[src/rtl/card_dealer.sv]
// card_dealer: 52-card deck source for the ten-thirty pip/number draw protocol (fill, LFSR Fisher-Yates shuffle, deal).
// Latency: one card per pip, number/valid registered one cycle after pip is sampled; shuffle time varies with the LFSR.
// Backpressure: none; pips outside READY (or at an empty deck) are dropped and flagged on pip_drop.
// Build option: define CARD_DEALER_NO_SHUFFLE_EN to skip all swaps (deals come out in fill order 1..13,1..).
module card_dealer #(
  parameter int unsigned DECK_SIZE = 52,
  parameter logic [6:0]  LFSR_SEED = 7'h5A
) (
  input  logic       clk,
  input  logic       rst_n,
  input  logic       pip,
  input  logic       shuffle,
  output logic [3:0] number,
  output logic       valid,
  output logic       ready,
  output logic       pip_drop,
  output logic [5:0] cards_left
);

  // Deck positions and the deal pointer both fit in 6 bits (deck is at most 63 cards).
  localparam logic [5:0] FULL = 6'(DECK_SIZE);
  localparam logic [5:0] LAST = 6'(DECK_SIZE - 1);

  typedef enum logic [1:0] {
    S_FILL    = 2'd0,
    S_SHUFFLE = 2'd1,
    S_READY   = 2'd2
  } state_t;

  state_t     state;
  state_t     state_nxt;

  logic [6:0] lfsr;
  logic [5:0] idx;        // fill index while filling, Fisher-Yates index while shuffling
  logic [5:0] ptr;        // next card to deal
  logic [3:0] fill_rank;  // rank written at deck[idx] during fill, wraps 13 -> 1
  logic [3:0] deck [DECK_SIZE];

  logic       deck_empty;
  logic       fill_we;
  logic       swap_en;
  logic       deal_en;
  logic       drop_en;
  logic       load_top;
  logic       ptr_clr;

  assign deck_empty = (ptr == FULL);

  // State register; reset always restarts from a fresh fill.
  always_ff @(posedge clk) begin
    if (!rst_n) begin
      state <= S_FILL;
    end else begin
      state <= state_nxt;
    end
  end

  // Next-state: fill -> shuffle -> ready, and back to shuffle on an empty-deck pip or a lone shuffle request.
  always_comb begin
    state_nxt = state;
    case (state)
      S_FILL: begin
        if (idx == LAST) begin
`ifdef CARD_DEALER_NO_SHUFFLE_EN
          state_nxt = S_READY;
`else
          state_nxt = S_SHUFFLE;
`endif
        end
      end
      S_SHUFFLE: begin
`ifdef CARD_DEALER_NO_SHUFFLE_EN
        state_nxt = S_READY;
`else
        if (idx == 6'd0) begin
          state_nxt = S_READY;
        end
`endif
      end
      S_READY: begin
        // A pip with cards left always wins over a simultaneous shuffle request.
        if (pip && deck_empty) begin
          state_nxt = S_SHUFFLE;
        end else if (!pip && shuffle) begin
          state_nxt = S_SHUFFLE;
        end
      end
      default: state_nxt = S_FILL;
    endcase
  end

  // Output/control decode from the current state and inputs.
  always_comb begin
    ready    = 1'b0;
    fill_we  = 1'b0;
    swap_en  = 1'b0;
    deal_en  = 1'b0;
    load_top = 1'b0;
    ptr_clr  = 1'b0;
    case (state)
      S_FILL: begin
        fill_we  = 1'b1;
        load_top = (idx == LAST);
      end
      S_SHUFFLE: begin
`ifdef CARD_DEALER_NO_SHUFFLE_EN
        ptr_clr = 1'b1;
`else
        if (idx == 6'd0) begin
          ptr_clr = 1'b1;
        end else begin
          // Candidates above idx are rejected rather than reduced mod (idx+1), keeping picks uniform-ish.
          swap_en = (lfsr[5:0] <= idx);
        end
`endif
      end
      S_READY: begin
        ready = 1'b1;
        if (pip && !deck_empty) begin
          deal_en = 1'b1;
        end else if (pip || shuffle) begin
          load_top = 1'b1;
        end
      end
      default: begin
        ready = 1'b0;
      end
    endcase
    // Any pip that does not produce a card is reported, so valid and pip_drop are exclusive.
    drop_en = pip && !deal_en;
  end

  // LFSR, indices, deal pointer and registered outputs.
  always_ff @(posedge clk) begin
    if (!rst_n) begin
      lfsr       <= LFSR_SEED;
      idx        <= 6'd0;
      ptr        <= 6'd0;
      fill_rank  <= 4'd1;
      number     <= 4'd0;
      valid      <= 1'b0;
      pip_drop   <= 1'b0;
      cards_left <= FULL;
    end else begin
      // x^7 + x^6 + 1 Fibonacci LFSR, free-running outside reset.
      lfsr     <= {lfsr[5:0], lfsr[6] ^ lfsr[5]};
      valid    <= deal_en;
      pip_drop <= drop_en;

      if (fill_we) begin
        fill_rank <= (fill_rank == 4'd13) ? 4'd1 : fill_rank + 4'd1;
      end

      if (load_top) begin
        idx <= LAST;
      end else if (fill_we) begin
        idx <= idx + 6'd1;
      end else if (swap_en) begin
        idx <= idx - 6'd1;
      end

      if (deal_en) begin
        number     <= deck[ptr];
        ptr        <= ptr + 6'd1;
        cards_left <= FULL - (ptr + 6'd1);
      end else if (ptr_clr) begin
        ptr        <= 6'd0;
        cards_left <= FULL;
      end
    end
  end

  // Deck storage: sequential fill, then in-place swaps; contents survive reshuffles as a permutation.
  always_ff @(posedge clk) begin
    if (rst_n) begin
      if (fill_we) begin
        deck[idx] <= fill_rank;
      end else if (swap_en) begin
        deck[idx]        <= deck[lfsr[5:0]];
        deck[lfsr[5:0]]  <= deck[idx];
      end
    end
  end

endmodule

[config.mk]
export PLATFORM = sky130hd
export DESIGN_NAME = card_dealer
export DESIGN_NICKNAME = d
export VERILOG_FILES = /design/src/rtl/card_dealer.sv
export SDC_FILE = /design/constraint.sdc
export NUM_CORES = 1
export LEC_CHECK = 0
export ABC_CLOCK_PERIOD_IN_PS = 7100
export BUFFER_PORTS_ARGS = -buffer_cell sky130_fd_sc_hd__buf_2
export CAP_MARGIN = 10
export CELL_PAD_IN_SITES_DETAIL_PLACEMENT = 1
export CELL_PAD_IN_SITES_GLOBAL_PLACEMENT = 2
export CORE_MARGIN = 1
export CORE_UTILIZATION = 35
export CTS_CLUSTER_DIAMETER = 60
export DETAILED_ROUTE_END_ITERATION = 8
export PLACE_DENSITY_LB_ADDON = 0.1
export SLEW_MARGIN = 20
export SYNTH_ARGS = -nofsm -noshare
export SYNTH_HDL_FRONTEND = slang
export SYNTH_SLANG_ARGS = --single-unit
[constraint.sdc]
create_clock -name clk -period 7.1 [get_ports clk]
set_input_delay 0.71 -clock clk [delete_from_list [all_inputs] [get_ports clk]]
set_output_delay 0.71 -clock clk [all_outputs]
set_load 0.05 [all_outputs]
==> impl_metrics.env <==
export IMPL_worstReg2RegEnd="deck[50][2]"
export IMPL_synth_cells=1509
export IMPL_clock_path_buffers=3
export IMPL_cts_hold_buf=0
export IMPL_final_common_cell="edfxtp_1"
export IMPL_required_ps=7360
export IMPL_rsz0062_at_grt="false"
export IMPL_grt_pass1_vias=14800
export IMPL_tightest_slew_ps=1210
export IMPL_place_inst=2034
export IMPL_cts_resized=0
export IMPL_synth_edf_count=208
export IMPL_io_buffers=16
export IMPL_maxCapViolCount=0
export IMPL_clockRootBuffer="clkbuf_16"
export IMPL_cts_buffers_inserted=34
export IMPL_die_y_um=222
export IMPL_first_iter_violations=1719
export IMPL_worstReg2RegStart="lfsr[2]"
export IMPL_finalHoldViolCount=0
export IMPL_ir_drop_mv=0.114
export IMPL_start_util_pct=35.5
export IMPL_max_stage_delay_ps=980
export IMPL_synth_area_um2=17000
export IMPL_vias_per_cell=7.11
export IMPL_cp_slowest_cell="a2111oi_0"
export IMPL_ff2ff_setup_slack_ps=2310
export IMPL_slew_headroom_pct=19.0
export IMPL_core_area_um2=47800
export IMPL_fin_skew_ps=16.9
export IMPL_power_leakage_nw=5.89
export IMPL_start_kind="flip-flop"
export IMPL_die_w_um=222
export IMPL_hp_class="in2reg"
export IMPL_path_cells="buf_4 > inv_1 > a221oi_1 > nor2_1 > a2111oi_0 > a31o_4 > mux2i_1"
export IMPL_clock_sinks=244
export IMPL_finalPower_mw=4.02
export IMPL_globalplace_congestion=0.960
export IMPL_nets=1472
export IMPL_synthToLayoutAreaGrowth_pct=10.3
export IMPL_power_per_cell_area_nw_per_um2=215
export IMPL_drive_gt1_share_pct=20.3
export IMPL_ys_top_cells_by_area="edfxtp_1, mux4_2, mux2i_1"
export IMPL_cts_tree="done"
export IMPL_grt_util_all_layers_pct=33.4
export IMPL_antenna_found_initial=4
export IMPL_critical_path_arrival_ps=5050
export IMPL_startpoint="lfsr[2]"
export IMPL_final_antenna_net_count=0
export IMPL_ff2ff_path_depth=7
export IMPL_fmax_mhz=209
export IMPL_outcome="complete, no violations"
export IMPL_cp_max_fo=52
export IMPL_vias=14900
export IMPL_finalSetupTns_ps=0
export IMPL_wl_per_cell_um=39.4
export IMPL_die_area_um2=49400
export IMPL_syn_area_per_cell_um2=11.3
export IMPL_drv_slew=0
export IMPL_final_cell_mix="edfxtp_1, mux2i_1, nand2_1"
export IMPL_grt_pass1_wl_um=117000
export IMPL_async_reset_ff_share_pct=0
export IMPL_num_rows=80
export IMPL_dpl_worst_slack_ps=2540
export IMPL_synth_seq_area_share_pct=41.0
export IMPL_cp_end_kind="flip-flop"
export IMPL_worst_slack_ps=2310
export IMPL_drc=0
export IMPL_post_route_period_util_pct=67.4
export IMPL_yosys_area_top_type="edfxtp_1"
export IMPL_hpwl_um=57700
export IMPL_dr_pass1_iters=6
export IMPL_htreeDepth=2
export IMPL_postCtsSetupBuffers=0
export IMPL_grt_max_degree=53
export IMPL_layoutNonFillerInstCount=2095
export IMPL_endpoint="deck[50][2]"
export IMPL_dominantRegCellSynth="edfxtp_1"
export IMPL_yosysTopAreaCellShare_pct=36.8
export IMPL_path_class="reg2reg"
export IMPL_grt_remaining_overflow=0
export IMPL_synth_seq_cells=244
export IMPL_synthesis_nets=1526
export IMPL_clk_pin_slew_ps=60
export IMPL_yosysWarnings=0
export IMPL_totalWireLength_um=82600
export IMPL_ios=17
export IMPL_finalSetupViolations=0
export IMPL_finalCriticalPeriod_ps=4790
export IMPL_nFillCells=5104
export IMPL_synth_cell_type_count=74
export IMPL_clk_latency_ps=560
## where the power goes
part	internal (mW)	switching [mW]	leakage, nW
Combinational	0.207	0.504	3.17
Clock	1.01	0.683	0.524
Sequential	1.58	0.0487	2.20
## logic make-up after synthesis
group	Yosys count	share of synthesized area [%]
xor gates and xnor gates	12	0.619
adders and majority gates	13	1.00
muxes	285	25.0
DFF	244	41.0
buffers and inverters	183	4.73
AOI/OAI and AO/OA	377	15.9
and+or+nand+nor	395	11.8
## through the flow
step / area, um^2 / utilization [%] / hold WS, ps
final: 18700 / 39.2 / 461
after global routing: 18700 / 39.2 / 485
after CTS: 18700 / 39.2 / 455
after detailed placement: 17700 / 36.9 / 469
after global placement: 17700 / 36.9 / 454
after floorplan: 17000 / - / 454
## final cells by class
cell class / count / area, um^2 / share of cell area, %
Antenna cell: 1 / 2.50 / 0.0134
Clock buffer: 47 / 941 / 5.02
Clock inverter: 13 / 134 / 0.715
Inverter: 21 / 78.8 / 0.421
Multi-Input combinational cell: 1082 / 9330 / 49.8
Sequential cell: 244 / 6980 / 37.3
Tap cell: 615 / 769 / 4.11
Timing Repair Buffer: 72 / 500 / 2.67
## state kept, by name, summed over array words and instances (netlist names)
signal      cells
deck          208
lfsr            7
cards_left      6
idx             6
ptr             5
fill_rank       4
number          4
state           2
pip_drop        1
valid           1
## per-layer routing
metal  wire (um)  vias up  track usage [%]
li1            -     6007                -
met1       34000     7830             45.3
met2       37200      849             51.0
met3        7480      198             7.26
met4        3900        2             15.3
met5           7        -                0
## worst min-delay path by stage
stage                       start            end  cells past startpoint
floorplan                 lfsr[6]        lfsr[0]                      2
global placement    cards_left[2]  cards_left[2]                      2
detailed placement  cards_left[2]  cards_left[2]                      2
CTS                           pip       pip_drop                      3
finish                        pip       pip_drop                      3
global route                  pip       pip_drop                      3
## worst max-delay path, delay by kind of cell, from the launching register on
kind | cells | cell delay [ps]
buffers and inverters | 2 | 1170
flip-flops | 1 | 650
AND/OR/NAND/NOR | 1 | 120
AO/OA/AOI/OAI | 3 | 2160
multiplexers | 1 | 180
## cells in the mapped netlist (30+ instances only)
cell      number
a21oi_1       35
a221oi_1      79
buf_2         30
clkbuf_1     101
dfxtp_1       36
edfxtp_1     208
mux2_2        35
mux2i_1      143
mux4_2       106
nand2_1      117
nand4_1       47
nor2_1        83
nor3_1        31
o21ai_0       82
o22ai_1       52
Power figures use the tool's default switching activity.
